<file path="src/rtl/rr_child_scheduler_if.sv">
// ---------------------------------------------------------------------------
// rr_child_scheduler_if
// Bundle between a hierarchy node's children and its round-robin scheduler.
//
// Parameters:
//   N_REQ  number of requesting children (2..16)
//   ID_W   derived width of gnt_id, $clog2(N_REQ)
//
// Signals:
//   req      children -> scheduler  per-child request level
//   done_in  owner    -> scheduler  current owner finished (qualified by busy)
//   gnt      scheduler -> children  one-hot grant
//   gnt_id   scheduler -> children  binary index of the current owner
//   busy     scheduler -> children  resource owned (gnt != 0)
//   timeout  scheduler -> children  one-cycle pulse on forced release
//
// Modports:
//   master  scheduler side (drives the grant signals)
//   slave   child/resource side (drives req and done_in)
// ---------------------------------------------------------------------------
interface rr_child_scheduler_if #(
    parameter int N_REQ = 5
);
    localparam int ID_W = (N_REQ > 1) ? $clog2(N_REQ) : 1;

    logic [N_REQ-1:0] req;
    logic             done_in;
    logic [N_REQ-1:0] gnt;
    logic [ID_W-1:0]  gnt_id;
    logic             busy;
    logic             timeout;

    modport master (
        input  req,
        input  done_in,
        output gnt,
        output gnt_id,
        output busy,
        output timeout
    );

    modport slave (
        output req,
        output done_in,
        input  gnt,
        input  gnt_id,
        input  busy,
        input  timeout
    );
endinterface : rr_child_scheduler_if

</file>
<file path="src/rtl/rr_child_scheduler.sv">
// ---------------------------------------------------------------------------
// rr_child_scheduler
// Round-robin owner selection for one shared resource among N_REQ children.
// A grant is held until the owner signals done_in or withdraws its request;
// other requests never preempt. Search for the next owner starts one past
// the previous owner, so after reset child 0 has top priority.
//
// Ports:
//   clk   rising-edge clock
//   rst   asynchronous, active-high reset
//   bus   rr_child_scheduler_if.master (req, done_in in; gnt, gnt_id,
//         busy, timeout out -- all outputs registered)
//
// Optional build macro:
//   RR_SCHED_TIMEOUT_EN  forces release after MAX_HOLD grant cycles and
//                        pulses timeout; without it timeout is tied low and
//                        MAX_HOLD has no effect.
// ---------------------------------------------------------------------------
module rr_child_scheduler #(
    parameter int N_REQ    = 5,
    parameter int MAX_HOLD = 16
) (
    input  logic                 clk,
    input  logic                 rst,
    rr_child_scheduler_if.master bus
);
    localparam int ID_W = (N_REQ > 1) ? $clog2(N_REQ) : 1;

    typedef enum logic {
        ST_IDLE  = 1'b0,
        ST_GRANT = 1'b1
    } state_e;

    state_e           state_q, state_d;
    logic [N_REQ-1:0] gnt_q, gnt_d;
    logic [ID_W-1:0]  gnt_id_q, gnt_id_d;
    logic             busy_q, busy_d;
    logic [ID_W-1:0]  last_q, last_d;

    logic             sel_found_s;
    logic [ID_W-1:0]  sel_s;
    logic [ID_W:0]    idx_s;
    logic             release_s;
    logic             forced_s;

    // Rotating priority search: first request at last+1, last+2, ... with wrap.
    // The extra index bit holds last+i before the wrap subtraction.
    always_comb begin
        sel_found_s = 1'b0;
        sel_s       = {ID_W{1'b0}};
        idx_s       = {(ID_W+1){1'b0}};
        for (int i = 1; i <= N_REQ; i++) begin
            idx_s = {1'b0, last_q} + (ID_W+1)'(i);
            if (idx_s >= (ID_W+1)'(N_REQ)) begin
                idx_s = idx_s - (ID_W+1)'(N_REQ);
            end else begin
                idx_s = idx_s;
            end
            if (!sel_found_s && bus.req[idx_s[ID_W-1:0]]) begin
                sel_found_s = 1'b1;
                sel_s       = idx_s[ID_W-1:0];
            end else begin
                sel_found_s = sel_found_s;
            end
        end
    end

    // Withdrawal of the owner's request is treated exactly like done_in.
    assign release_s = bus.done_in || !bus.req[gnt_id_q];

`ifdef RR_SCHED_TIMEOUT_EN
    localparam int HOLD_W = $clog2(MAX_HOLD) + 1;

    logic [HOLD_W-1:0] hold_q, hold_d;
    logic              timeout_q, timeout_d;

    // A normal release on the same edge takes precedence over the forced one.
    assign forced_s = (state_q == ST_GRANT) &&
                      (hold_q == HOLD_W'(MAX_HOLD - 1)) && !release_s;

    // Hold counter restarts at zero on every grant edge and counts grant cycles.
    always_comb begin
        hold_d    = {HOLD_W{1'b0}};
        timeout_d = forced_s;
        if (state_q == ST_GRANT) begin
            hold_d = hold_q + HOLD_W'(1);
        end else begin
            hold_d = {HOLD_W{1'b0}};
        end
    end

    // Hold counter and timeout pulse registers.
    always_ff @(posedge clk or posedge rst) begin
        if (rst) begin
            hold_q    <= {HOLD_W{1'b0}};
            timeout_q <= 1'b0;
        end else begin
            hold_q    <= hold_d;
            timeout_q <= timeout_d;
        end
    end

    assign bus.timeout = timeout_q;
`else
    // MAX_HOLD only matters in the timeout build.
    logic unused_max_hold_s;
    assign unused_max_hold_s = (MAX_HOLD >= 2);
    assign forced_s          = 1'b0;
    assign bus.timeout       = 1'b0;
`endif

    // Next-state and output logic for the IDLE/GRANT controller.
    always_comb begin
        state_d  = state_q;
        gnt_d    = gnt_q;
        gnt_id_d = gnt_id_q;
        busy_d   = busy_q;
        last_d   = last_q;
        case (state_q)
            ST_IDLE: begin
                if (sel_found_s) begin
                    gnt_d    = {{(N_REQ-1){1'b0}}, 1'b1} << sel_s;
                    gnt_id_d = sel_s;
                    busy_d   = 1'b1;
                    state_d  = ST_GRANT;
                end else begin
                    gnt_d  = {N_REQ{1'b0}};
                    busy_d = 1'b0;
                end
            end
            ST_GRANT: begin
                if (release_s || forced_s) begin
                    gnt_d   = {N_REQ{1'b0}};
                    busy_d  = 1'b0;
                    last_d  = gnt_id_q;
                    state_d = ST_IDLE;
                end else begin
                    gnt_d = gnt_q;
                end
            end
            default: begin
                gnt_d   = {N_REQ{1'b0}};
                busy_d  = 1'b0;
                state_d = ST_IDLE;
            end
        endcase
    end

    // State, grant and priority-pointer registers; reset makes child 0 first.
    always_ff @(posedge clk or posedge rst) begin
        if (rst) begin
            state_q  <= ST_IDLE;
            gnt_q    <= {N_REQ{1'b0}};
            gnt_id_q <= {ID_W{1'b0}};
            busy_q   <= 1'b0;
            last_q   <= ID_W'(N_REQ - 1);
        end else begin
            state_q  <= state_d;
            gnt_q    <= gnt_d;
            gnt_id_q <= gnt_id_d;
            busy_q   <= busy_d;
            last_q   <= last_d;
        end
    end

    assign bus.gnt    = gnt_q;
    assign bus.gnt_id = gnt_id_q;
    assign bus.busy   = busy_q;
endmodule : rr_child_scheduler

</file>
<file path="src/flat_wrapper.sv">
// flat-port wrapper written by rule: the top's interface ports become plain ports
module rr_child_scheduler_flat 
#(
    parameter int N_REQ    = 5,
    parameter int MAX_HOLD = 16
)
  (clk, rst, bus_req, bus_done_in, bus_gnt, bus_gnt_id, bus_busy, bus_timeout);
  rr_child_scheduler_if #(.N_REQ(N_REQ)) bus_i ();
  input  logic clk;
  input  logic rst;
  input wire logic [$bits(bus_i.req)-1:0] bus_req;
  input wire logic [$bits(bus_i.done_in)-1:0] bus_done_in;
  output wire logic [$bits(bus_i.gnt)-1:0] bus_gnt;
  output wire logic [$bits(bus_i.gnt_id)-1:0] bus_gnt_id;
  output wire logic [$bits(bus_i.busy)-1:0] bus_busy;
  output wire logic [$bits(bus_i.timeout)-1:0] bus_timeout;
  assign bus_i.req = bus_req;
  assign bus_i.done_in = bus_done_in;
  assign bus_gnt = bus_i.gnt;
  assign bus_gnt_id = bus_i.gnt_id;
  assign bus_busy = bus_i.busy;
  assign bus_timeout = bus_i.timeout;
  rr_child_scheduler #(.N_REQ(N_REQ), .MAX_HOLD(MAX_HOLD)) u_core (.clk(clk), .rst(rst), .bus(bus_i));
endmodule
</file>
<file path="config.mk">
export PLATFORM = sky130hd
export DESIGN_NAME = rr_child_scheduler_flat
export DESIGN_NICKNAME = d
export VERILOG_FILES = /design/src/rtl/rr_child_scheduler_if.sv /design/src/rtl/rr_child_scheduler.sv /design/src/flat_wrapper.sv
export SDC_FILE = /design/constraint.sdc
export NUM_CORES = 1
export LEC_CHECK = 0
export ABC_CLOCK_PERIOD_IN_PS = 4000
export BUFFER_PORTS_ARGS = -buffer_cell sky130_fd_sc_hd__buf_2
export CAP_MARGIN = 0
export CORE_MARGIN = 4
export CORE_UTILIZATION = 59
export DETAILED_ROUTE_END_ITERATION = 16
export PLACE_DENSITY_LB_ADDON = 0.12
export SKIP_CTS_REPAIR_TIMING = 1
export SLEW_MARGIN = 20
export SYNTH_ARGS = -nofsm -noshare
export SYNTH_HDL_FRONTEND = slang
export SYNTH_SLANG_ARGS = --single-unit
</file>
<file path="constraint.sdc">
create_clock -name clk -period 4 [get_ports clk]
set_input_delay 0.4 -clock clk [delete_from_list [all_inputs] [get_ports clk]]
set_output_delay 0.4 -clock clk [all_outputs]
set_load 0.02 [all_outputs]
</file>
# == Word-level counts from Yosys, hierarchy flattened ==
# Cells that the tools add are included.
# op_classes
eq_ne,1
add_sub_neg,10
n_reduce_logical,12
bitwise_logic,1
muxes,35
shift,1
order_cmp,11
# ops
operator,count
2-to-1 mux 3 bit,10
"less-than comparator 3 x 4 -> 1 bit, second input constant",6
"greater-or-equal comparator 4 x 3 -> 1 bit, second input constant",5
binary-select mux 1 bit (select 3 bit),6
"subtractor 3 bit, second input constant",5
2-to-1 mux 1 bit,14
2-to-1 mux 5 bit,2
case mux 5 bit (2 select lines),1
"adder 3 x 2 -> 4 bit, second input constant",2
"adder 3 x 3 -> 4 bit, second input constant",2
zero test 1 bit,5
"left shift 1 x 3 -> 5 bit, first input constant",1
"adder 3 x 1 -> 4 bit, second input constant",1
logical AND 1 bit,4
case mux 1 bit (2 select lines),2
AND reduction 2 bit,2
"!= test 2 bit, second input constant",1
logical OR 1 bit,1
NOT 1 bit,1
# word_totals
ff_bits,13
word_cells,76
out_inout_bits,10

# == Logic depth before layout (Yosys ltp) ==
# logic_depth
depth_word,21
ltp_mapped,15
ltp_nobuf,13

# == Worst setup path before layout ==
# Ideal clock, no wire load.
# synth_timing
path_kind,register -> register
from,register u_core.last_q[1]
to,register u_core.gnt_q[1] (netlist: u_core.bus.gnt[1])
required_time_ns,3.879
path_slack_ns,0.452
arrival_time_ns,3.427
stages_incl_launch_ff,14
setup_ns,0.121
cell_sequence,dfrtp_1 -> clkbuf_1 -> inv_1 -> ha_1 -> ha_1 -> clkbuf_1 -> or3_1 -> a21oi_2 -> a21oi_2 -> or4_4 -> a311oi_4 -> a21oi_2 -> a311o_1 -> a22o_1
# synth_between
elab_chain_cells,21
word_cells_on_any_way,51
cone_classes,10 x add/sub; 5 x order compare; 1 x shift; 27 x mux; 8 x reduce/logical
# synth_lines
item,line_no,rtl
"start, declared",rr_child_scheduler.sv:38,"logic [ID_W-1:0] last_q, last_d;"
"start signal, assigned",rr_child_scheduler.sv:156,last_q <= ID_W'(N_REQ - 1);
"start signal, assigned",rr_child_scheduler.sv:162,last_q <= last_d;
adder 3 x 1 -> 4 bit,rr_child_scheduler.sv:53,"idx_s = {1'b0, last_q} + (ID_W+1)'(i);"
greater-or-equal comparator 4 x 3 -> 1 bit / subtractor 3 bit (equally long branches),"rr_child_scheduler.sv:54, rr_child_scheduler.sv:55",
2-to-1 mux 3 bit,rr_child_scheduler.sv:54,if (idx_s >= (ID_W+1)'(N_REQ)) begin
binary-select mux 1 bit (select 3 bit),rr_child_scheduler.sv:59,if (!sel_found_s && bus.req[idx_s[ID_W-1:0]]) begin
2-to-1 mux 1 bit (implied by the code),rr_child_scheduler.sv:59,
2-to-1 mux 1 bit,rr_child_scheduler.sv:59,
zero test 1 bit,rr_child_scheduler.sv:59,
logical AND 1 bit,rr_child_scheduler.sv:59,
[5 not listed],--,
logical AND 1 bit,rr_child_scheduler.sv:59,
2-to-1 mux 1 bit,rr_child_scheduler.sv:59,
zero test 1 bit,rr_child_scheduler.sv:59,
logical AND 1 bit,rr_child_scheduler.sv:59,
2-to-1 mux 3 bit,rr_child_scheduler.sv:59,
left shift 1 x 3 -> 5 bit,rr_child_scheduler.sv:122,"gnt_d = {{(N_REQ-1){1'b0}}, 1'b1} << sel_s;"
2-to-1 mux 5 bit *,rr_child_scheduler.sv:121,if (sel_found_s) begin
case mux 5 bit (2 select lines) *,rr_child_scheduler.sv:119,case (state_q)
"end signal, assigned",rr_child_scheduler.sv:153,gnt_q <= {N_REQ{1'b0}};
"end signal, assigned",rr_child_scheduler.sv:159,gnt_q <= gnt_d;
"end, declared",rr_child_scheduler.sv:35,"logic [N_REQ-1:0] gnt_q, gnt_d;"
# Mark *: on every way between the ends. The rest lies on a longest branch, timed or not. The select of a mux whose other input is x is not followed.
# A chain may end at the register's enable or synchronous reset.

# == Final worst setup path ==
# Ends and elaborated chain as after synthesis.

==> reports/metrics.cfg <==
[route]
drtAntennaViolNets = 0
routedWlPerCell_um = 17.6
drc = 0
drt_wl_total_um = 4250
vias = 1551
avgViaCountPerCell = 6.41
drtIter0Drc = 82
firstDrtPassIters = 4

[setup_path]
cp_max_fo = 12
end_kind = register
required_ps = 4170
ff2ff_setup_slack_ps = 230
crit_type = reg -> reg
start_kind = register
cp.arrival_ps = 3940

[final_layout]
area_delta_synth_final_pct = 7.11
fin_nets = 231
utilization_pct = 66.3
final_common_cell = nand2_1
drive_gt1_share_pct = 21.8
diodes = 0
design_area_um2 = 1830
final_cell_mix = nand2_1 (19), buf_2 (16), mux2i_1 (14)

[flow_run]
drv_cap = 0

[sta]
fmax_ghz = 0.265
finalSetupTns_ps = 0
rsz0062_at_grt = no
slew_viol_final = 0
finalCritPeriodShare_pct = 94.4
maxSlewHeadroom_pct = 51.1
setup_viol = 0
finalHoldViolCount = 0
finClkSkew_ps = 3.83
tightest_slew_ps = 732
finalCriticalPeriod_ps = 3770

[floorplanning]
num_rows = 19
dieArea_um2 = 3820
coreArea_um2 = 2760
start_util_pct = 61.9
pin_count = 18
die_w_um = 61.8
die-height_um = 61.8

[synthesis]
synth_cell_types = 58
async_flop_share_pct = 100
ys.flop_type = dfrtp_1
ys.warnings.count = 0
synth_area_um2 = 1710
yosysSeqAreaShare_pct = 19.1
syn_inst = 198
synth.ff_latch_count = 13
yosys.area.top_type = dfrtp_1
avgSynthCellArea_um2 = 8.63
synth_edf_count = 0
syn-num-nets = 217
synth.top_cells.by_area = dfrtp_1 (18%), mux2i_1 (8.2%), ha_1 (7.3%)
yosys.area.top_type_share_pct = 17.6

[min_path]
hold_class = in -> async

[clocking]
cts_tree = built
numClockSinks = 13
clock_path_buffers = 2
cts-root-buf = clkbuf_4
h-tree-depth = 1
clock_latency_ps = 280
clk_pin_slew_ps = 70
numCtsBuffers = 3

[placed_design]
placed_area_um2 = 1800
gp_congestion = 0.934
hpwl_um = 3330
io_buffers = 16

[status]
status = finished clean

[grt]
grt.total_usage_pct = 25.3
grt_max_degree = 22
grt_antenna_before_repair = 0
grt_pass1_wl_um = 7270
grt_pass1_vias = 1546
overflow = 0

-- registers in the layout, indices dropped and copies added, names as in the netlist --
register	count
u_core.bus.gnt_id	3
u_core.last_q	3
u_core.state_q	1
u_core.bus.gnt	5
u_core.bus.busy	1
-- area by class of cell --
type | count | area (um^2)
fill | 227 | 928
clock buffer | 4 | 26.3
sequential | 13 | 327
inverter | 10 | 37.5
timing repair buffer | 20 | 110
multi-input combinational | 164 | 1290
tap | 31 | 38.8
-- critical path: stages, from the launching register on --
cell	delay, ps
dfrtp_1	620
inv_1	250
ha_1	250
ha_1	380
a21oi_1	250
mux2i_1	360
a21oi_2	120
or4_4	560
a311oi_4	260
a21oi_2	70
a311o_1	350
a22o_1	190
-- stage by stage --
step	cells	hold WS [ps]	setup WS [ps]
final	242	118	226
after CTS	242	133	262
after floorplan	198	276	452
after detailed placement	238	436	283
after global placement	238	421	431
after global routing	242	152	28.4
-- routing by layer --
| layer | GRT usage (%) | vias to the layer above | wire (um) |
|---|---|---|---|
| li1 | - | 748 | - |
| met1 | 32.8 | 718 | 1750 |
| met2 | 41.3 | 61 | 2080 |
| met3 | 2.69 | 24 | 223 |
| met4 | 13.9 | 0 | 200 |
| met5 | 0 | - | 0 |
-- logic make-up (layout without fill, tap and decap cells) --
group                      count (synthesis)  after routing  synth area share, %
muxes                                     25             25                 18.0
xor gates and xnor gates                   5              5                 2.56
AOI/OAI and AO/OA                         57             57                 25.1
and+or+nand+nor                           65             65                 21.0
buffers and inverters                     21             34                 5.49
other                                      1              1                0.220
DFF                                       13             13                 19.1
adders and majority gates                 11             11                 8.50
-- final timing paths --
check	endpoint	cells past startpoint	start
max	u_core.bus.gnt[1]	11	u_core.last_q[1]
min	u_core.bus.busy	2	rst
max reg2reg	u_core.bus.gnt[1]	11	u_core.last_q[1]
min reg2reg	u_core.bus.gnt[2]	2	u_core.bus.gnt[2]
max in group asynchronous	u_core.last_q[2]	2	rst
min in group clk	u_core.bus.busy	4	bus_done_in
-- synthesized netlist by cell type (3+ instances only) --
library cell,count
nand2_1,19
clkbuf_1,6
a21oi_1,8
a21oi_2,4
nor2b_1,12
a22o_1,3
o211ai_1,3
dfrtp_1,12
nor2_1,5
mux2_2,7
nor3_1,3
inv_1,9
o21ai_0,13
nand2b_1,8
ha_1,10
xnor2_1,4
mux2i_1,14
nand3_1,5
o21a_1,3
Power is left out: the tool's default activity adds up to more than one toggle a clock period on the data nets, which glitch-free logic cannot reach.
